## config.mk

```make
export PLATFORM = sky130hd
export DESIGN_NAME = id_ex_hazard_stage
export DESIGN_NICKNAME = d
export VERILOG_FILES = /design/src/rtl/id_ex_hazard_stage.sv
export SDC_FILE = /design/constraint.sdc
export NUM_CORES = 1
export LEC_CHECK = 0
export CAP_MARGIN = 10
export CORE_MARGIN = 5
export CORE_UTILIZATION = 36
export DETAILED_ROUTE_END_ITERATION = 10
export GPL_TIMING_DRIVEN = 0
export PLACE_DENSITY_LB_ADDON = 0.08
export SYNTH_ARGS = -nofsm -noshare
export SYNTH_HDL_FRONTEND = slang
export SYNTH_SLANG_ARGS = --single-unit
```

## constraint.sdc

```tcl
create_clock -name clk -period 2.7 [get_ports clk]
set_clock_uncertainty 0.15 [all_clocks]
set_input_delay 0.405 -clock clk [delete_from_list [all_inputs] [get_ports clk]]
set_output_delay 0.405 -clock clk [all_outputs]
set_load 0.01 [all_outputs]
```

## src/rtl/id_ex_hazard_stage.sv

```systemverilog
// ============================================================================
//  Module      : id_ex_hazard_stage
//  Description : ID/EX pipeline register with load-use hazard detection,
//                one-cycle stall/bubble insertion and a saturating stall count.
//                Optional decode-slot flush is enabled by `define ID_EX_FLUSH_EN.
//  Revision    : 1.0  initial release
// ============================================================================
`default_nettype none

module id_ex_hazard_stage #(
  parameter int DATA_W = 32,
  parameter int CNT_W  = 16
) (
  input  logic              clk,
  input  logic              reset,
  input  logic              ID_Valid,
  input  logic [4:0]        IF_ID_RegisterRs,
  input  logic [4:0]        IF_ID_RegisterRt,
  input  logic [4:0]        IF_ID_RegisterRd,
  input  logic              ID_UsesRt,
  input  logic              ID_RegWrite,
  input  logic              ID_MemRead,
  input  logic              ID_MemWrite,
  input  logic              ID_MemtoReg,
  input  logic              ID_RegDst,
  input  logic              ID_ALUSrc,
  input  logic [1:0]        ID_ALUOp,
  input  logic [DATA_W-1:0] ID_ReadData1,
  input  logic [DATA_W-1:0] ID_ReadData2,
  input  logic [DATA_W-1:0] ID_SignExt,
  input  logic              ID_Flush,
  output logic              PCWrite,
  output logic              IF_ID_Write,
  output logic              ID_EX_RegWrite,
  output logic              ID_EX_MemRead,
  output logic              ID_EX_MemWrite,
  output logic              ID_EX_MemtoReg,
  output logic              ID_EX_RegDst,
  output logic              ID_EX_ALUSrc,
  output logic [1:0]        ID_EX_ALUOp,
  output logic [4:0]        ID_EX_RegisterRs,
  output logic [4:0]        ID_EX_RegisterRt,
  output logic [4:0]        ID_EX_RegisterRd,
  output logic [DATA_W-1:0] ID_EX_ReadData1,
  output logic [DATA_W-1:0] ID_EX_ReadData2,
  output logic [DATA_W-1:0] ID_EX_SignExt,
  output logic [CNT_W-1:0]  StallCount
);

  logic w_hz;
  logic w_flush;
  logic w_bubble;
  logic w_countStall;
  logic w_rsMatch;
  logic w_rtMatch;
  logic w_allowAdvance;

`ifdef ID_EX_FLUSH_EN
  assign w_flush = ID_Flush;
`else
  logic w_unusedFlush;
  assign w_unusedFlush = ID_Flush;
  assign w_flush       = 1'b0;
`endif

  // A load writing $0 produces nothing a consumer could wait on.
  assign w_rsMatch = (ID_EX_RegisterRt == IF_ID_RegisterRs);
  assign w_rtMatch = ID_UsesRt & (ID_EX_RegisterRt == IF_ID_RegisterRt);
  assign w_hz      = ID_Valid & ID_EX_MemRead & (ID_EX_RegisterRt != 5'd0)
                   & (w_rsMatch | w_rtMatch);

  assign w_allowAdvance = reset | w_flush | ~w_hz;
  assign PCWrite        = w_allowAdvance;
  assign IF_ID_Write    = w_allowAdvance;

  assign w_bubble     = w_flush | w_hz | ~ID_Valid;
  assign w_countStall = w_hz & ~w_flush;

  always_ff @(posedge clk) begin
    if (reset) begin
      ID_EX_RegWrite   <= 1'b0;
      ID_EX_MemRead    <= 1'b0;
      ID_EX_MemWrite   <= 1'b0;
      ID_EX_MemtoReg   <= 1'b0;
      ID_EX_RegDst     <= 1'b0;
      ID_EX_ALUSrc     <= 1'b0;
      ID_EX_ALUOp      <= 2'b00;
      ID_EX_RegisterRs <= 5'd0;
      ID_EX_RegisterRt <= 5'd0;
      ID_EX_RegisterRd <= 5'd0;
      ID_EX_ReadData1  <= '0;
      ID_EX_ReadData2  <= '0;
      ID_EX_SignExt    <= '0;
      StallCount       <= '0;
    end else begin
      // Fields and data always advance; zero control alone makes a bubble.
      ID_EX_RegisterRs <= IF_ID_RegisterRs;
      ID_EX_RegisterRt <= IF_ID_RegisterRt;
      ID_EX_RegisterRd <= IF_ID_RegisterRd;
      ID_EX_ReadData1  <= ID_ReadData1;
      ID_EX_ReadData2  <= ID_ReadData2;
      ID_EX_SignExt    <= ID_SignExt;
      if (w_bubble) begin
        ID_EX_RegWrite <= 1'b0;
        ID_EX_MemRead  <= 1'b0;
        ID_EX_MemWrite <= 1'b0;
        ID_EX_MemtoReg <= 1'b0;
        ID_EX_RegDst   <= 1'b0;
        ID_EX_ALUSrc   <= 1'b0;
        ID_EX_ALUOp    <= 2'b00;
      end else begin
        ID_EX_RegWrite <= ID_RegWrite;
        ID_EX_MemRead  <= ID_MemRead;
        ID_EX_MemWrite <= ID_MemWrite;
        ID_EX_MemtoReg <= ID_MemtoReg;
        ID_EX_RegDst   <= ID_RegDst;
        ID_EX_ALUSrc   <= ID_ALUSrc;
        ID_EX_ALUOp    <= ID_ALUOp;
      end
      if (w_countStall && (StallCount != {CNT_W{1'b1}})) begin
        StallCount <= StallCount + CNT_W'(1);
      end
    end
  end

endmodule

`default_nettype wire

```

Word level (Yosys, flattened, before mapping)
Index checks and enable logic that the tools add are counted.
Storage, ports and cells
  bits in registers: 135
  latch bits: 0
  word-level logic and storage cells: 30
  input port bits: 124
  output and inout bits: 137
  bits in writable memories: 0
  memories kept: 0
  bits in read-only memories: 0
Operators by class
  order comparisons: 0
  bitwise gates (word level): 9
  mux-type cells: 0
  add/sub/neg operators: 1
  $mul: 0
  equality and inequality tests: 3
  shift operators: 0
  reduce and logical (&&, ||, !) cells: 3
  div/mod/pow operators: 0
Operators by type and width (number)
  adder 16 x 1 -> 16 bit, second input constant: 1
  != test 16 bit, second input constant: 1
  equality test 5 bit: 2
  nonzero test 5 bit: 1
  bitwise AND 1 bit: 4
  bitwise OR 1 bit: 3
  inverter 1 bit: 2
  OR reduction 2 bit: 1
  logical AND 1 bit: 1

Logic depth before layout (Yosys ltp)
Gate-level depths: netlist (run 1).
  word-level depth: 6
  depth in mapped cells: 7
  depth with buffers taken out: 6

Worst setup path after synthesis (run 1)
OpenSTA, ideal clock, no wires.
  path type: input to output
  from: input port IF_ID_RegisterRt[3]
  to: output port PCWrite
  stages: 6
  data arrival time: 1821 ps
  setup slack: 324 ps
  path buffers: 2
  data required time: 2145 ps
  path through: xor2_1 -> nor4_1 -> a32oi_1 -> clkbuf_1 -> or3b_2 -> buf_4
Between the ends
  word-level cells in the longest chain between the ends: 6
RTL lines
  start, declared: line 18  | input logic [4:0] IF_ID_RegisterRt,
  equality test 5 bit: line 68  | assign w_rtMatch = ID_UsesRt & (ID_EX_RegisterRt == IF_ID_RegisterRt);
  bitwise AND 1 bit: line 68
  bitwise OR 1 bit: line 70  | & (w_rsMatch | w_rtMatch);
  bitwise AND 1 bit: line 70
  inverter 1 bit: line 72  | assign w_allowAdvance = reset | w_flush | ~w_hz;
  bitwise OR 1 bit: line 72
  end, declared: line 32  | output logic PCWrite,
Every way passes these cells.

Worst setup path in the final report (run 1)
  from: register ID_EX_RegisterRt[3]
  to: output port PCWrite
Between the ends
  word-level cells in the longest chain between the ends: 6
  elaborated cells on any way between the ends: 9
  classes of those cells: eq/ne: 2; bitwise: 6; reduce/logical: 1
RTL lines
  start, declared: line 42  | output logic [4:0] ID_EX_RegisterRt,
  start signal, assigned: line 98  | ID_EX_RegisterRt <= IF_ID_RegisterRt;
  equality test 5 bit: line 68
  bitwise AND 1 bit: line 68
  bitwise OR 1 bit: line 70
  bitwise AND 1 bit *: line 70
  inverter 1 bit *: line 72
  bitwise OR 1 bit *: line 72
Mark *: on every way between the ends. The rest lies on a longest branch, timed or not.

==> results of run 1 <==
[registers in the layout (all words and copies together) (netlist names)]
name              count
ID_EX_ReadData1      32
ID_EX_ReadData2      32
ID_EX_SignExt        32
StallCount           16
ID_EX_RegisterRd      5
ID_EX_RegisterRs      5
ID_EX_RegisterRt      5
ID_EX_ALUOp           2
ID_EX_ALUSrc          1
ID_EX_MemRead         1
ID_EX_MemWrite        1
ID_EX_MemtoReg        1
ID_EX_RegDst          1
ID_EX_RegWrite        1
[power breakdown]
part | total, W | switching, W | internal [W] | leakage [nW]
combinational | 0.000560 | 0.000194 | 0.000366 | 1.46
clock | 0.00238 | 0.000830 | 0.00155 | 0.305
sequential | 0.00211 | 0.0000284 | 0.00209 | 1.12
total | 0.00505 | 0.00105 | 0.00400 | 2.89
[cell type report]
type	instances	area [um^2]	share of cell area
well taps	143	178.9	0.02337
flip-flops and latches	135	2711	0.3541
clock buffers	21	480.5	0.06275
plain buffers	18	78.83	0.01029
repair buffers	262	2610	0.3408
clock inverters	11	146.4	0.01912
inverters	3	11.26	0.001471
multi-input cells	211	1440	0.1881
[Yosys cell counts, drive strengths merged (4+ instances only)]
master | count | area [um^2]
a21oi | 14 | 70.07
and2 | 8 | 50.05
buf | 4 | 22.52
clkbuf | 15 | 56.30
dfxtp | 135 | 2703
nand2 | 4 | 17.52
nand3 | 6 | 30.03
nand4 | 6 | 37.54
nor2 | 6 | 22.52
nor2b | 113 | 706.9
o21ai | 4 | 20.02
o31ai | 9 | 67.56
or4 | 10 | 75.07
xor2 | 9 | 78.83
[layout by cell type, fill, tap and decap left out, types with 4 or more instances in the layout]
cell type	instances
clkdlybuf4s50_1	253
nor2_1	6
clkbuf_8	4
clkbuf_1	14
a21oi_1	14
o31ai_1	9
clkbuf_16	17
and2_1	8
nand4_1	6
nand3_1	6
dfxtp_1	132
or4_1	9
xor2_1	7
nor2b_1	113
o21ai_0	4
[logic make-up (layout without fill, tap and decap cells)]
logic type,count (synthesis),count (layout)
DFF,135,135
and+or+nand+nor,167,167
buffers and inverters,22,315
xor gates and xnor gates,10,10
muxes,2,2
AOI/OAI and AO/OA,31,31
adders and majority gates,1,1
[path summary, 6_finish.rpt]
check / from / endpoint / depth (start not counted)
max: ID_EX_RegisterRt[3]$_SDFF_PP0_ / PCWrite / 6
min: IF_ID_RegisterRt[3] / ID_EX_RegisterRt[3]$_SDFF_PP0_ / 2
max reg2reg: ID_EX_RegisterRt[3]$_SDFF_PP0_ / StallCount[5]$_SDFFE_PP0P_ / 7
min reg2reg: StallCount[11]$_SDFFE_PP0P_ / StallCount[11]$_SDFFE_PP0P_ / 2
[routing by layer]
metal / global-route usage / share of wire / vias to the layer above
met5: 0 / 0 / -
met1: 0.1900 / 0.36 / 1589
met2: 0.3122 / 0.50 / 196
li1: - / - / 1782
met3: 0.1136 / 0.12 / 18
met4: 0.06599 / 0.017 / 0
[what timing repair did]
action                                  in CTS  in global routing
gates resized for setup                     22                  8
endpoints found under the hold margin        0                  0
hold buffers                                 0                  0
buffers inserted                             2                  1
pin swaps                                    4                  3
endpoints found under the setup margin       2                  2
[metrics by stage]
stage | worst slack, ps | power [W] | hold slack, ps | cells
2_1_floorplan | 324.0 | 0.002310 | 354.3 | 368
3_3_place_gp | -803.8 | 0.002698 | 329.8 | 770
3_5_place_dp | -816.0 | 0.002705 | 344.5 | 770
4_1_cts | 16.77 | 0.005108 | 196.7 | 803
5_1_grt | -26.33 | 0.005247 | 196.1 | 804
6_report | 52.31 | 0.005053 | 195.5 | 804
==> load_flow_metrics.sql, run 1 <==
INSERT INTO impl_metrics (metric_group, metric, value, unit) VALUES
('run_status', 'status', 'complete, no violations', ''),
('cts', 'sink_count_of_the_clock_tree', '135', ''),
('sta', 'period_share', '0.9806', ''),
('detailed_routing', 'vias', '3585', ''),
('placement', 'numPortBuffers', '259', ''),
('sta', 'finalCriticalPeriod', '2648', 'ps'),
('setup_path', 'critical_path_capture_point_type', 'output pin', ''),
('synth', 'synth.avg_cell_area', '11.29', 'um^2'),
('setup_path', 'worst-r2r-setup-slack', '260', 'ps'),
('sta', 'max_slew_margin', '0.5457', ''),
('synth', 'synth-compound-area-share', '0.04699', ''),
('pwr', 'powerDensity', '659.9', 'nW/um^2'),
('synth', 'post_synth_arst_share', '0', ''),
('floorplan', 'floorplan.die_area', '13790', 'um^2'),
('floorplan', 'design.portCount', '261', ''),
('sta', 'setup-tns-final', '0', 'ps'),
('setup_path', 'critical_path.max_stage_delay', '400', 'ps'),
('hold_path', 'min_path_type', 'input port to register', ''),
('synth', 'synth_fa_ha_area_frac', '0.003012', ''),
('synth', 'synth.area.mux_share', '0.005422', ''),
('synth', 'yosysSeqAreaShare', '0.6506', ''),
('synth', 'synthFlopType', 'dfxtp_1', ''),
('global_route', 'overflow', '0', ''),
('synth', 'syn-cell-area', '4154', 'um^2'),
('floorplan', 'die-width', '117.4', 'um'),
('detailed_routing', 'route.antenna.remaining_nets', '0', ''),
('cts', 'clock_insertion_delay_at_the_later_pin_of_the_skew_report', '410', 'ps'),
('setup_path', 'critPathTopFamily', 'simple AND/OR/NAND/NOR gates', ''),
('sta', 'timing_hold_violations_final', '0', ''),
('cts', 'clk_pin_slew', '60', 'ps'),
('finish', 'layout-area-overhead-vs-synth', '84.34', '%'),
('sta', 'setup_repair_after_global_routing_missed_its_margin', 'yes', ''),
('global_route', 'grtUsageTotal', '0.1864', ''),
('synth', 'synth-warning-count', '0', ''),
('floorplan', 'die_h', '117.4', 'um'),
('setup_path', 'critPathSlowestCell', 'or3b_4', ''),
('finish', 'layout.core_utilization', '0.6735', ''),
('setup_path', 'path_class', 'register to output pin', ''),
('run', 'cap_viol_max_count', '0', ''),
('synth', 'synth_fp_nets', '493', ''),
('detailed_routing', 'first_pass_iters', '5', ''),
('global_route', 'grt_max_degree', '17', ''),
('setup_path', 'worst_setup_path_start_kind', 'register', ''),
('synth', 'synth_edf_count', '0', ''),
('setup_path', 'critical_path.cell_chain', 'xor2_4, nor4_4, a32oi_4, or3b_4, buf_6, buf_6', ''),
('detailed_routing', 'vias_per_cell', '4.459', ''),
('finish', 'antenna_cells_inserted', '0', ''),
('synth', 'synthXorXnorAreaFrac', '0.02108', ''),
('synth', 'ys_ff_latch', '135', ''),
('global_route', 'number_of_global_route_vias_before_repair', '3698', ''),
('sta', 'final_slew_viol_count', '0', ''),
('detailed_routing', 'drt_iter0_markers', '172', ''),
('cts', 'tritoncts', 'done', ''),
('synth', 'synth-simple-area-share', '0.2512', ''),
('setup_path', 'cp_max_fo', '4', ''),
('pwr', 'irDropWorstVdd', '0.5083', 'mV'),
('cts', 'cts_inserted_buffers', '17', ''),
('floorplan', 'floorplan.core_area', '11370', 'um^2'),
('sta', 'worst_pin_slew', '681.5', 'ps'),
('finish', 'n_fill_cell', '890', ''),
('sta', 'finalSetupViolations', '0', ''),
('setup_path', 'worstPathBufferInverterCount', '2', ''),
('global_route', 'initial_antenna_violation_count', '0', ''),
('synth', 'syn-instance-count', '368', ''),
('cts', 'ctsHtreeMaxLevel', '4', ''),
('setup_path', 'worst-endpoint-required', '2140', 'ps'),
('sta', 'timing.fmax', '0.3777', 'GHz'),
('cts', 'clk_path_buf_depth', '2', ''),
('pwr', 'p_leak', '2.886', 'nW'),
('setup_path', 'crit_arrival', '2090', 'ps'),
('synth', 'synth.lib_cells_used.distinct', '33', ''),
('finish', 'finish.instance_area', '7657', 'um^2'),
('floorplan', 'floorplan.initialDensity', '0.3654', ''),
('placement', 'place.gp.congestion', '0.7959', ''),
('finish', 'drive_gt1_frac', '0.08623', ''),
('detailed_routing', 'drt_drc_violations_left', '0', ''),
('detailed_routing', 'route.final.wire_length', '12800', 'um'),
('synth', 'main_combinational_cell_family_by_area_after_synthesis', 'simple AND/OR/NAND/NOR gates', ''),
('global_route', 'grt_pass1_wl', '20000', 'um'),
('placement', 'placed_area', '6925', 'um^2'),
('floorplan', 'core.rowCount', '39', ''),
('placement', 'dp_hpwl', '9806', 'um'),
('detailed_routing', 'drt-wirelength-per-cell', '15.92', 'um'),
('cts', 'cts-root-buf', 'clkbuf_16', ''),
('setup_path', 'critical_path.most_common_cell', 'buf_6', ''),
('finish', 'final_nets', '773', '');
Note: power is estimated with default switching activity, not from simulation.
==> run 2: changes to the inputs <==
--- a/config.mk
+++ b/config.mk
@@ -5,9 +5,10 @@
 export SDC_FILE = /design/constraint.sdc
 export NUM_CORES = 1
 export LEC_CHECK = 0
-export CAP_MARGIN = 10
+export ABC_AREA = 1
+export CAP_MARGIN = 20
 export CORE_MARGIN = 5
-export CORE_UTILIZATION = 36
+export CORE_UTILIZATION = 38
 export DETAILED_ROUTE_END_ITERATION = 10
 export GPL_TIMING_DRIVEN = 0
 export PLACE_DENSITY_LB_ADDON = 0.08
==> constraint.sdc (replaced) <==
create_clock -name clk -period 2.7 [get_ports clk]
set_clock_uncertainty 0.15 [all_clocks]
set_input_delay 0.405 -clock clk [delete_from_list [all_inputs] [get_ports clk]]
set_output_delay 0.405 -clock clk [all_outputs]
set_load 0.005 [all_outputs]
==> run 2 against run 1 <==
  * Sequential power about the same
  * Synthesized cell count increased by 57%
  * Utilization increased by 0.078 points
  * Maximum frequency rose by 3.8%
  * First-iteration DRC count is 45% higher
  * Worst setup slack improved by 96 ps
  * Count of clock-buffer cells in the layout increased by 2
  * Via count is 23% higher
==> load_flow_metrics.sql, run 2 <==
INSERT INTO impl_metrics (metric_group, metric, value, unit) VALUES
('synth', 'synth.lib_cells_used.distinct', '27', ''),
('setup_path', 'worst_setup_path_start_kind', 'input port', ''),
('floorplan', 'floorplan.die_area', '14450', 'um^2'),
('floorplan', 'floorplan.initialDensity', '0.3859', ''),
('cts', 'clock_insertion_delay_at_the_later_pin_of_the_skew_report', '410', 'ps'),
('finish', 'layout-area-overhead-vs-synth', '74.74', '%'),
('finish', 'layout_top_registers', 'ID_EX_ReadData1 x32, ID_EX_ReadData2 x32, ID_EX_SignExt x32', ''),
('finish', 'final_cell_mix', 'clkdlybuf4s50_1, nor2_1, inv_1', ''),
('placement', 'numPortBuffers', '258', ''),
('finish', 'layout.core_utilization', '0.6743', ''),
('synth', 'post-synth-top-area-fraction', '0.5855', ''),
('global_route', 'grt_max_degree', '17', ''),
('sta', 'final_slew_viol_count', '0', ''),
('global_route', 'grt_pass1_wl', '22270', 'um'),
('cts', 'tritoncts', 'done', ''),
('cts', 'sink_count_of_the_clock_tree', '135', ''),
('synth', 'yosysMostFrequentCell', 'nor2_1', ''),
('detailed_routing', 'drt_iter0_markers', '250', ''),
('cts', 'clk_pin_slew', '50', 'ps'),
('setup_path', 'crit_arrival', '2000', 'ps'),
('sta', 'finalCriticalPeriod', '2552', 'ps'),
('placement', 'place.gp.congestion', '0.8398', ''),
('sta', 'setup_repair_after_global_routing_missed_its_margin', 'no', ''),
('global_route', 'overflow', '0', ''),
('sta', 'finalSetupViolations', '0', ''),
('finish', 'n_fill_cell', '1005', ''),
('sta', 'worst_pin_slew', '554.3', 'ps'),
('synth', 'synth.top_cells.by_area', 'dfxtp_1, nor2_1, inv_1', ''),
('finish', 'layout.cells.most_common', 'clkdlybuf4s50_1', ''),
('synth', 'netlist_top_cells_count', 'nor2_1, inv_1, dfxtp_1', ''),
('finish', 'final_nets', '984', ''),
('synth', 'synth_fp_nets', '704', ''),
('synth', 'syn-cell-area', '4616', 'um^2'),
('sta', 'timing_hold_violations_final', '0', ''),
('floorplan', 'core.rowCount', '40', ''),
('sta', 'max_slew_margin', '0.6305', ''),
('synth', 'synthFlopType', 'dfxtp_1', ''),
('pwr', 'irDropWorstVdd', '0.4392', 'mV'),
('global_route', 'grtUsageTotal', '0.1990', ''),
('global_route', 'number_of_global_route_vias_before_repair', '4501', ''),
('synth', 'yosysSeqAreaShare', '0.5855', ''),
('finish', 'instances_no_fill', '1018', ''),
('hold_path', 'min_path_type', 'input port to register', ''),
('sta', 'period_share', '0.9451', ''),
('finish', 'drive_gt1_frac', '0.07463', ''),
('sta', 'timing.fmax', '0.3919', 'GHz'),
('synth', 'syn-instance-count', '579', ''),
('synth', 'synth_largest_area_cell', 'dfxtp_1', ''),
('detailed_routing', 'vias_per_cell', '4.319', ''),
('detailed_routing', 'route.final.wire_length', '14380', 'um'),
('setup_path', 'cp_max_fo', '3', ''),
('floorplan', 'design.portCount', '261', ''),
('finish', 'area.sequential', '2703', 'um^2'),
('detailed_routing', 'vias', '4397', ''),
('cts', 'cts_inserted_buffers', '17', ''),
('synth', 'synth-warning-count', '0', ''),
('finish', 'multiInputGateArea', '1287', 'um^2'),
('floorplan', 'die_h', '120.2', 'um'),
('placement', 'dp.cells', '984', ''),
('synth', 'synth_edf_count', '0', ''),
('detailed_routing', 'first_pass_iters', '4', ''),
('detailed_routing', 'route.antenna.remaining_nets', '0', ''),
('cts', 'clk_path_buf_depth', '2', ''),
('sta', 'setup-tns-final', '0', 'ps'),
('synth', 'synth.avg_cell_area', '7.972', 'um^2'),
('setup_path', 'path_class', 'input port to output pin', ''),
('cts', 'cts.hold.buffers_added', '0', ''),
('pwr', 'p_leak', '3.701', 'nW'),
('synth', 'ys_ff_latch', '135', ''),
('detailed_routing', 'drt_drc_violations_left', '0', ''),
('detailed_routing', 'drt-wirelength-per-cell', '14.13', 'um'),
('cts', 'cts-root-buf', 'clkbuf_16', ''),
('run_status', 'status', 'complete, no violations', ''),
('floorplan', 'die-width', '120.2', 'um'),
('run', 'cap_viol_max_count', '0', ''),
('pwr', 'powerDensity', '631.8', 'nW/um^2'),
('setup_path', 'worst-endpoint-required', '2140', 'ps'),
('finish', 'antenna_cells_inserted', '0', ''),
('global_route', 'initial_antenna_violation_count', '0', ''),
('cts', 'ctsHtreeMaxLevel', '4', ''),
('setup_path', 'critical_path_capture_point_type', 'output pin', ''),
('synth', 'post_synth_arst_share', '0', ''),
('placement', 'dp_hpwl', '11310', 'um'),
('floorplan', 'floorplan.core_area', '11960', 'um^2');
run 2: cell type report:
class	instances	area share
Sequential cell	135	0.3351
Timing Repair Buffer	262	0.3245
Multi-Input combinational cell	279	0.1596
Inverter	144	0.06748
Clock buffer	23	0.06050
Tap cell	147	0.02280
Clock inverter	8	0.01784
Buffer	20	0.01210
run 2: logic make-up (layout without fill, tap and decap cells):
kind of cell,count (synthesis),count (layout),share of synthesized area
buffers and inverters,165,457,0.1377
flip-flops,135,135,0.5855
adder cells (fa/ha/maj),1,1,0.002710
AND/OR/NAND/NOR,258,258,0.2385
AO/OA/AOI/OAI,12,12,0.02033
XOR/XNOR,8,8,0.01518
run 2: final timing paths:
| path | end | start | slack (ps) | depth (start not counted) |
|---|---|---|---|---|
| setup / recovery | IF_ID_Write | IF_ID_RegisterRs[4] | 150 | 10 |
| hold / removal | ID_EX_RegisterRs[3]$_SDFF_PP0_ | IF_ID_RegisterRs[3] | 130 | 3 |
| setup reg to reg | StallCount[12]$_SDFFE_PP0P_ | ID_EX_RegisterRt[1]$_SDFF_PP0_ | 610 | 9 |
| hold reg to reg | StallCount[11]$_SDFFE_PP0P_ | StallCount[11]$_SDFFE_PP0P_ | 380 | 2 |
run 2: metrics by stage:
stage	power (W)	setup WS, ps	instance area [um^2]	hold WS [ps]
CTS	0.005138	1.740	8043	338.3
detailed placement	0.002692	-268.0	7382	371.2
floorplan	0.002288	892.3	4616	335.9
global placement	0.002683	-241.6	7382	355.5
finish	0.005096	148.3	8065	132.1
global route	0.005285	22.98	8065	136.3
run 2: critical path: stages:
cell and delay (ps):
clkdlybuf4s50_1 480, inv_1 60, nand2_1 60, nand2_1 60, nor2_1 90, nand3_1 100
nand2_2 100, buf_6 100, nand3_2 80, clkdlybuf4s50_1 460
run 2: where the power goes:
group	internal, W	switching [W]
combinational	0.000351	0.000186
sequential	0.00209	0.0000287
clock	0.00164	0.000807
total	0.00407	0.00102
run 2: metal layers:
metal,vias to the layer above,GRT usage,part of all wire,wire length (um)
li1,2221,-,-,-
met1,1964,0.1959,0.35,4982
met2,178,0.3534,0.52,7529
met3,34,0.09214,0.10,1439
met4,0,0.09561,0.030,431
met5,-,0,0,0
run 2: repair_timing:
action / 4_1_cts / 5_1_grt
gates resized for setup: 5 / 3
endpoints found under the setup margin: 2 / 2
pin swaps: 1 / 4
buffers inserted: 2 / 2
cloned: 0 / 0
==> run 3: changes to the inputs <==
--- a/config.mk
+++ b/config.mk
@@ -6,7 +6,6 @@
 export NUM_CORES = 1
 export LEC_CHECK = 0
 export ABC_AREA = 1
-export CAP_MARGIN = 20
 export CORE_MARGIN = 5
 export CORE_UTILIZATION = 38
 export DETAILED_ROUTE_END_ITERATION = 10
==> results of run 3 <==
No change in the layout: final DEF, timing and power equal those of run 2.
